<file path="src/rtl/mult_div_unit.sv">
// mult_div_unit
//   Iterative multiply/divide unit that owns the HI/LO register pair.
//   Multiply is a WIDTH-cycle shift-add (multiplier bits LSB first);
//   divide is a WIDTH-cycle restoring divider (quotient bits MSB first).
//   Signed operations run on magnitudes and are sign-corrected in FIX.
//
// Ports
//   clk    : rising-edge clock
//   reset  : synchronous active-high reset
//   start  : begin an operation (only accepted while busy=0)
//   op     : 00 mult, 01 multu, 10 div, 11 divu
//   a, b   : rs / rt operands
//   hi_we  : mthi write enable (IDLE only)
//   lo_we  : mtlo write enable (IDLE only)
//   wdata  : mthi/mtlo data
//   busy   : operation in progress
//   done   : one-cycle pulse, HI/LO hold the new result
//   hi, lo : HI/LO registers
module mult_div_unit #(
  parameter int WIDTH = 32
) (
  input  logic             clk,
  input  logic             reset,
  input  logic             start,
  input  logic [1:0]       op,
  input  logic [WIDTH-1:0] a,
  input  logic [WIDTH-1:0] b,
  input  logic             hi_we,
  input  logic             lo_we,
  input  logic [WIDTH-1:0] wdata,
  output logic             busy,
  output logic             done,
  output logic [WIDTH-1:0] hi,
  output logic [WIDTH-1:0] lo
);

  localparam int CW = $clog2(WIDTH);

  typedef enum logic [1:0] {
    S_IDLE = 2'd0,
    S_RUN  = 2'd1,
    S_FIX  = 2'd2
  } state_t;

  state_t               state_q, state_d;
  logic                 is_div_q, is_div_d;
  logic                 res_neg_q, res_neg_d;   // product / quotient sign
  logic                 rem_neg_q, rem_neg_d;   // remainder sign (dividend sign)
  logic                 div_zero_q, div_zero_d;
  logic [CW-1:0]        cnt_q, cnt_d;
  logic [WIDTH-1:0]     opnd_q, opnd_d;         // multiplicand or divisor magnitude
  logic [2*WIDTH-1:0]   acc_q, acc_d;           // product accumulator; low half is quotient for div
  logic [WIDTH-1:0]     rem_q, rem_d;           // divide partial remainder
  logic [WIDTH-1:0]     hi_q, hi_d;
  logic [WIDTH-1:0]     lo_q, lo_d;
  logic                 busy_q, busy_d;
  logic                 done_q, done_d;

  // Operand magnitudes for the start cycle
  logic                 op_signed;
  logic [WIDTH-1:0]     a_mag, b_mag;

  // Datapath intermediates
  logic [WIDTH:0]       mul_sum;
  logic [WIDTH:0]       div_shift;              // W+1-bit trial partial remainder
  logic                 div_ge;
  logic [WIDTH-1:0]     div_diff;
  logic [2*WIDTH-1:0]   prod_fix;
  logic [WIDTH-1:0]     quot_fix, rem_fix;

  always_comb begin
    op_signed = ~op[0];
    a_mag     = (op_signed && a[WIDTH-1]) ? (~a + 1'b1) : a;
    b_mag     = (op_signed && b[WIDTH-1]) ? (~b + 1'b1) : b;

    mul_sum   = acc_q[0] ? ({1'b0, acc_q[2*WIDTH-1:WIDTH]} + {1'b0, opnd_q})
                         : {1'b0, acc_q[2*WIDTH-1:WIDTH]};

    div_shift = {rem_q, acc_q[WIDTH-1]};
    div_ge    = (div_shift >= {1'b0, opnd_q});
    // When div_ge holds the true difference is below the divisor, so W bits suffice.
    div_diff  = div_shift[WIDTH-1:0] - opnd_q;

    prod_fix  = res_neg_q ? (~acc_q + 1'b1) : acc_q;
    // A divide by zero keeps the raw all-ones quotient regardless of sign.
    quot_fix  = (res_neg_q && !div_zero_q) ? (~acc_q[WIDTH-1:0] + 1'b1) : acc_q[WIDTH-1:0];
    rem_fix   = rem_neg_q ? (~rem_q + 1'b1) : rem_q;
  end

  always_comb begin
    state_d    = state_q;
    is_div_d   = is_div_q;
    res_neg_d  = res_neg_q;
    rem_neg_d  = rem_neg_q;
    div_zero_d = div_zero_q;
    cnt_d      = cnt_q;
    opnd_d     = opnd_q;
    acc_d      = acc_q;
    rem_d      = rem_q;
    hi_d       = hi_q;
    lo_d       = lo_q;
    done_d     = 1'b0;

    unique case (state_q)
      S_IDLE: begin
        if (hi_we) hi_d = wdata;
        if (lo_we) lo_d = wdata;
        if (start) begin
          is_div_d   = op[1];
          div_zero_d = (b == '0);
          cnt_d      = '0;
          rem_d      = '0;
          if (op[1]) begin
            // Dividend shifts out of the low half MSB first, quotient shifts in.
            opnd_d    = b_mag;
            acc_d     = {{WIDTH{1'b0}}, a_mag};
            res_neg_d = op_signed && (a[WIDTH-1] ^ b[WIDTH-1]);
            rem_neg_d = op_signed && a[WIDTH-1];
          end else begin
            // Multiplier sits in the low half and is consumed LSB first.
            opnd_d    = a_mag;
            acc_d     = {{WIDTH{1'b0}}, b_mag};
            res_neg_d = op_signed && (a[WIDTH-1] ^ b[WIDTH-1]);
            rem_neg_d = 1'b0;
          end
          state_d = S_RUN;
        end
      end

      S_RUN: begin
        if (is_div_q) begin
          rem_d              = div_ge ? div_diff : div_shift[WIDTH-1:0];
          acc_d[WIDTH-1:0]   = {acc_q[WIDTH-2:0], div_ge};
        end else begin
          acc_d = {mul_sum, acc_q[WIDTH-1:1]};
        end
        cnt_d = cnt_q + 1'b1;
        if (cnt_q == CW'(WIDTH - 1)) state_d = S_FIX;
      end

      S_FIX: begin
        if (is_div_q) begin
          hi_d = rem_fix;
          lo_d = quot_fix;
        end else begin
          hi_d = prod_fix[2*WIDTH-1:WIDTH];
          lo_d = prod_fix[WIDTH-1:0];
        end
        done_d  = 1'b1;
        state_d = S_IDLE;
      end

      default: state_d = S_IDLE;
    endcase

    busy_d = (state_d != S_IDLE);
  end

  always_ff @(posedge clk) begin
    if (reset) begin
      state_q    <= S_IDLE;
      is_div_q   <= 1'b0;
      res_neg_q  <= 1'b0;
      rem_neg_q  <= 1'b0;
      div_zero_q <= 1'b0;
      cnt_q      <= '0;
      opnd_q     <= '0;
      acc_q      <= '0;
      rem_q      <= '0;
      hi_q       <= '0;
      lo_q       <= '0;
      busy_q     <= 1'b0;
      done_q     <= 1'b0;
    end else begin
      state_q    <= state_d;
      is_div_q   <= is_div_d;
      res_neg_q  <= res_neg_d;
      rem_neg_q  <= rem_neg_d;
      div_zero_q <= div_zero_d;
      cnt_q      <= cnt_d;
      opnd_q     <= opnd_d;
      acc_q      <= acc_d;
      rem_q      <= rem_d;
      hi_q       <= hi_d;
      lo_q       <= lo_d;
      busy_q     <= busy_d;
      done_q     <= done_d;
    end
  end

  assign busy = busy_q;
  assign done = done_q;
  assign hi   = hi_q;
  assign lo   = lo_q;

endmodule

</file>
<file path="config.mk">
export PLATFORM = sky130hd
export DESIGN_NAME = mult_div_unit
export DESIGN_NICKNAME = d
export VERILOG_FILES = /design/src/rtl/mult_div_unit.sv
export SDC_FILE = /design/constraint.sdc
export NUM_CORES = 1
export LEC_CHECK = 0
export ABC_AREA = 1
export BUFFER_PORTS_ARGS = -buffer_cell sky130_fd_sc_hd__clkbuf_2
export CAP_MARGIN = 10
export CORE_MARGIN = 3
export CORE_UTILIZATION = 30
export DETAILED_ROUTE_END_ITERATION = 8
export GPL_ROUTABILITY_DRIVEN = 0
export PLACE_DENSITY = 0.42
export SETUP_SLACK_MARGIN = 0.3
export SLEW_MARGIN = 20
export SYNTH_ARGS = -nofsm -noshare
export SYNTH_HDL_FRONTEND = slang
export SYNTH_SLANG_ARGS = --single-unit
</file>
<file path="constraint.sdc">
create_clock -name clk -period 2.4 [get_ports clk]
set_input_delay 0.48 -clock clk [delete_from_list [all_inputs] [get_ports clk]]
set_output_delay 0.48 -clock clk [all_outputs]
set_load 0.05 [all_outputs]
</file>
After elaboration in Yosys (flattened, before gate mapping)
Cells that the tools add are included.

operators by class
  add/subtract/negate cells = 8
  reductions and logical operators = 16
  muxes and demuxes = 29
  bitwise logic cells = 7
  equal/unequal tests = 8
  magnitude comparators = 1

operator list
  cell                   number
  $mux 32                15
  $pmux 32 s2            3
  $add 32x1->32 const B  4
  $mux 64                2
  $not 32->32            4
  $pmux 64 s2            1
  $add 64x1->64 const B  1
  $not 64->64            1
  $add 32x32->33         1
  $ge 33x32->1           1
  $mux 33                1
  $logic_not 32->1       1
  $sub 32x32->32         1
  $ne 2x2->1 const B     5
  $pmux 5 s2             1
  $reduce_and 2->1       4
  $reduce_and 3->1       2
  $reduce_bool 2->1      3
  $add 5x1->5 const B    1
  $eq 5x5->1 const B     1
  $mux 5                 1
  $logic_and 1x1->1      4
  $mux 2                 2
  $pmux 2 s2             1
  7 further kinds        8

word-level totals
  flip-flop bits (word level) = 205
  output and inout bits = 66

Logic depth before layout (Yosys ltp)
  depth in word-level cells = 6
  depth in mapped cells = 16
  mapped depth without buffers = 16

Worst setup path after synthesis
Ideal clock, no wire load.

  kind = flip-flop to flip-flop
  start point = register acc_q[31]
  end point = register rem_q[30]
  arrival time = 1.846 ns
  period minus slack after synthesis = 1.978 ns
  cell stages (with the launch flop) = 17
  data required time = 2.268 ns
  buffers on the path = 0
  path slack = 0.422 ns
  cells stage by stage = dfxtp_1 inv_2 ha_1 inv_1 fa_1 nand2_1 nand3_1 nand2_1 nand2_1 nand2_1 nand2_1 nand2_1 nand2_1 nand2_1 nand3_1 nand2_1 a21oi_1

on the way
  cells in the longest elaborated chain, start to end = 4
  elaborated cells on any way between the ends = 5
  classes of those cells = add/sub: 1; order compare: 1; mux: 3

ends and longest elaborated chain
  element                                         RTL line  source
  from (decl)                                     52        logic [2*WIDTH-1:0] acc_q, acc_d;
  from (signal assigned)                          168       acc_q <= '0;
  from (signal assigned)                          182       acc_q <= acc_d;
  $sub 32x32->32 or $ge 33x32->1 (tied branches)  82, 80
  $mux 32 *                                       132       rem_d = div_ge ? div_diff : div_shift[WIDTH-1:0];
  $mux 32 *                                       131       if (is_div_q) begin
  $pmux 32 s2 *                                   104       unique case (state_q)
  to (signal assigned)                            183       rem_q <= rem_d;
  to (decl)                                       53        logic [WIDTH-1:0] rem_q, rem_d;

Every way passes the cells marked *; elsewhere a longest branch is shown, timed or not. The select of a mux whose other input is x is not followed.
A chain may end at the register's enable or synchronous reset.

Worst setup path in the final report
  start point = register opnd_q[0]
  end point = register acc_q[41]

on the way
  cells in the longest elaborated chain, start to end = 4

ends and longest elaborated chain
  element                 RTL line  source
  from (decl)             51        logic [WIDTH-1:0] opnd_q, opnd_d;
  from (signal assigned)  181       opnd_q <= opnd_d;
  $add 32x32->33          76        mul_sum = acc_q[0] ? ({1'b0, acc_q[2*WIDTH-1:WIDTH]} + {1'b0, opnd_q})
  $mux 33                 76
  $mux 32                 131
  $pmux 64 s2             104

Every way passes these cells. The select of a mux whose other input is x is not followed.

==> results.toml <==
[worst_setup_path]
cp_num_cells = 14
worstPathMaxFanout = 3
r2r_cells = 14
crit_buf_inv = 3
cp.arrival_ps = 2660
crit_required_ps = 2890
crit_family = "adder cells"
worstSetupPathType = "reg -> reg"
cp-start-kind = "flip-flop"
crit_chain = "ha_4 > inv_4 > fa_2 > o21ai_4 > buf_6 > nand2_4 > nand2_4 > nand2_2 > nand2_2 > buf_6 > a21oi_2 > o21ai_2 > nand2_1 > a21oi_1"
cpPeakStageDelay_ps = 410
cpMaxStageDelayCell = "fa_2"
cp-end-kind = "flip-flop"

[timing]
hold_ws_ps = 208
slew_headroom = 0.550
fin_crit_sh = 0.906
fin_crit_ps = 2170
fmax_mhz = 460
skew_ps = 23.5
final-setup-viol-count = 0
rsz0062_at_grt = "yes"
slew_viol_final = 0
finalHoldViolations = 0
worst_pin_slew_ps = 672

[placed_design]
hpwlAfterDp_microns = 81800
dp.cells = 4499
port_buffers = 168
placed_cell_area_sq_um = 22600

[final_layout]
fin_util = 0.417
fin_area_sq_um = 26500
final_common_cell = "nand2_1"
final_nets = 3914
layout_common_cells = "nand2_1 (829), inv_1 (348), a21oi_1 (321), buf_4 (261), nand3_1 (236)"
layoutNonFillerInstCount = 4605
drive_above_1_share = 0.304
multiInputGateArea_sq_um = 15300
seq_area_sq_um = 4230
fillCellCount = 6922
area_growth_pct = 36.5

[detailed_routing]
drc_errors = 0
ant_nets = 0
via_count = 24700
wl_per_cell_microns = 22.1
first_pass_iters = 5
highest_layer = "met4"
wl_met3_microns = 7420
via_per_inst = 5.37
met1_length_microns = 48200
met2_length_microns = 41500
finalWirelength_microns = 102000
drt_iter0_drc = 2359

[worst_hold_path]
holdPathStages = 3
hold_path.class = "in -> reg"

[job]
max_cap_violations = 0

[power]
clock_power_share = 0.312
p_int_mw = 8.26
pwr-share-seq = 0.280
leakagePower_nw = 12.4
ir_drop_mv = 0.554
combPwrFrac = 0.408
swShare = 0.415
p_switching_mw = 5.85
powerDensity_nw_per_um2 = 532
power_mw = 14.1

[yosys]
syn_inst = 3385
netlist_area_sq_um = 19400
ys_seq_area_frac = 0.211
ys_async_sr_fraction = 0
synthesis.nets = 3560
synth_edf_count = 0
yosysWarnings = 0
postSynthAreaPerCell_sq_um = 5.73
synth_cell_types = 53
ys_seq_elements = 205
ys_dominant_reg_cell = "dfxtp_1"

[clock_network]
root_buffer = "clkbuf_16"
holdBufCountCts = 0
cts_sinks = 205
htreeDepth = 1
cts_buffers = 27
worstSkewPairLatency_ps = 590
clk_path_buf_depth = 3
clkSlewWorstSetupHoldPaths_ps = 60
cts_tree = "yes"

[grt]
grt_pass1_vias = 22600
grt_max_degree = 84
grt_pass1_wl_microns = 146000
grt_overflow = 0
antenna_found_initial = 0
grt_usage = 0.285

[run_status]
status = "complete, no violations"

[die]
die_x_microns = 260
rows = 92
die_h_microns = 260
core_region_area_sq_um = 63500
pin_count = 169
die_area_sq_um = 67800
initial_utilization = 0.305
## worst paths after layout
path                  start         to  slack (ps)
setup / recovery  opnd_q[0]  acc_q[41]         230
hold / removal    wdata[21]     lo[21]         210
hold reg to reg    cnt_q[4]   cnt_q[4]         470
setup reg to reg  opnd_q[0]  acc_q[41]         230
## timing repair
item / in CTS / in global routing
endpoints found under the setup margin: 78 / 92
hold endpoints to repair: 0 / 0
buffers inserted: 18 / 36
pin swaps: 52 / 119
gates cloned: 2 / 1
resized for setup: 256 / 411
## state kept, by name, summed over array words and instances, names as in the netlist
signal,count
busy,1
div_zero_q,1
state_q,2
opnd_q,32
done,1
lo,32
rem_neg_q,1
is_div_q,1
cnt_q,5
hi,32
acc_q,64
rem_q,32
res_neg_q,1
## worst register-to-register path: stages (launching register included)
cell,delay [ps]
dfxtp_4,380
ha_4,160
inv_4,40
fa_2,410
o21ai_4,210
buf_6,130
nand2_4,40
nand2_4,70
nand2_2,50
nand2_2,90
buf_6,100
a21oi_2,50
o21ai_2,120
nand2_1,90
a21oi_1,150
## kinds of logic (layout without fill, tap and decap cells)
group	count (synthesis)	count (layout)	share of synthesized area
AO/OA/AOI/OAI	760	760	0.216
XOR/XNOR	58	58	0.0262
adder cells (fa/ha/maj)	72	72	0.0472
buffers and inverters	556	928	0.113
flip-flops	205	205	0.211
other	0	1	0
AND/OR/NAND/NOR	1734	1735	0.386
## through the flow
stage	setup slack, ps	setup TNS [ps]
after global placement	-320	-3260
after floorplan	422	0
after CTS	245	0
after global routing	141	0
after detailed placement	-309	-3340
final	226	0
## final cells by class
class | instances | area share
clock inverters | 12 | 0.00699
multi-input cells | 2625 | 0.579
repair buffers | 457 | 0.124
diodes | 1 | 0.0000944
clock buffers | 36 | 0.0283
inverters | 423 | 0.0621
well taps | 846 | 0.0399
flip-flops and latches | 205 | 0.160
## synth_stat cells, types with 25 or more instances
library cell / count / share of area
nand2_1: 941 / 0.18
inv_1: 396 / 0.077
a21oi_1: 373 / 0.096
nor2_1: 325 / 0.063
nand3_1: 298 / 0.077
o21ai_0: 221 / 0.057
dfxtp_1: 205 / 0.21
clkbuf_1: 80 / 0.015
ha_1: 70 / 0.045
a221oi_1: 36 / 0.016
xor2_1: 36 / 0.016
nand4_1: 35 / 0.011
nor3_1: 34 / 0.0088
o21ai_1: 34 / 0.0088
buf_2: 32 / 0.0083
o211ai_1: 31 / 0.012
inv_2: 25 / 0.0048
## metal layers
metal	vias up	track usage
met1	11600	0.428
met3	146	0.0321
met4	0	0.107
met5	-	0
li1	11900	-
met2	1040	0.412
## power groups by stage
| stage | Combinational [mW] | Clock, mW | Sequential [mW] |
|---|---|---|---|
| after floorplan | 2.66 | 0 | 4.19 |
| after detailed placement | 4.82 | 0 | 3.97 |
| after global placement | 4.85 | 0 | 3.97 |
| after global routing | 6.19 | 4.60 | 3.97 |
| after CTS | 5.16 | 4.49 | 3.91 |
| final | 5.75 | 4.41 | 3.95 |
Note: power is estimated with default switching activity, not from simulation.
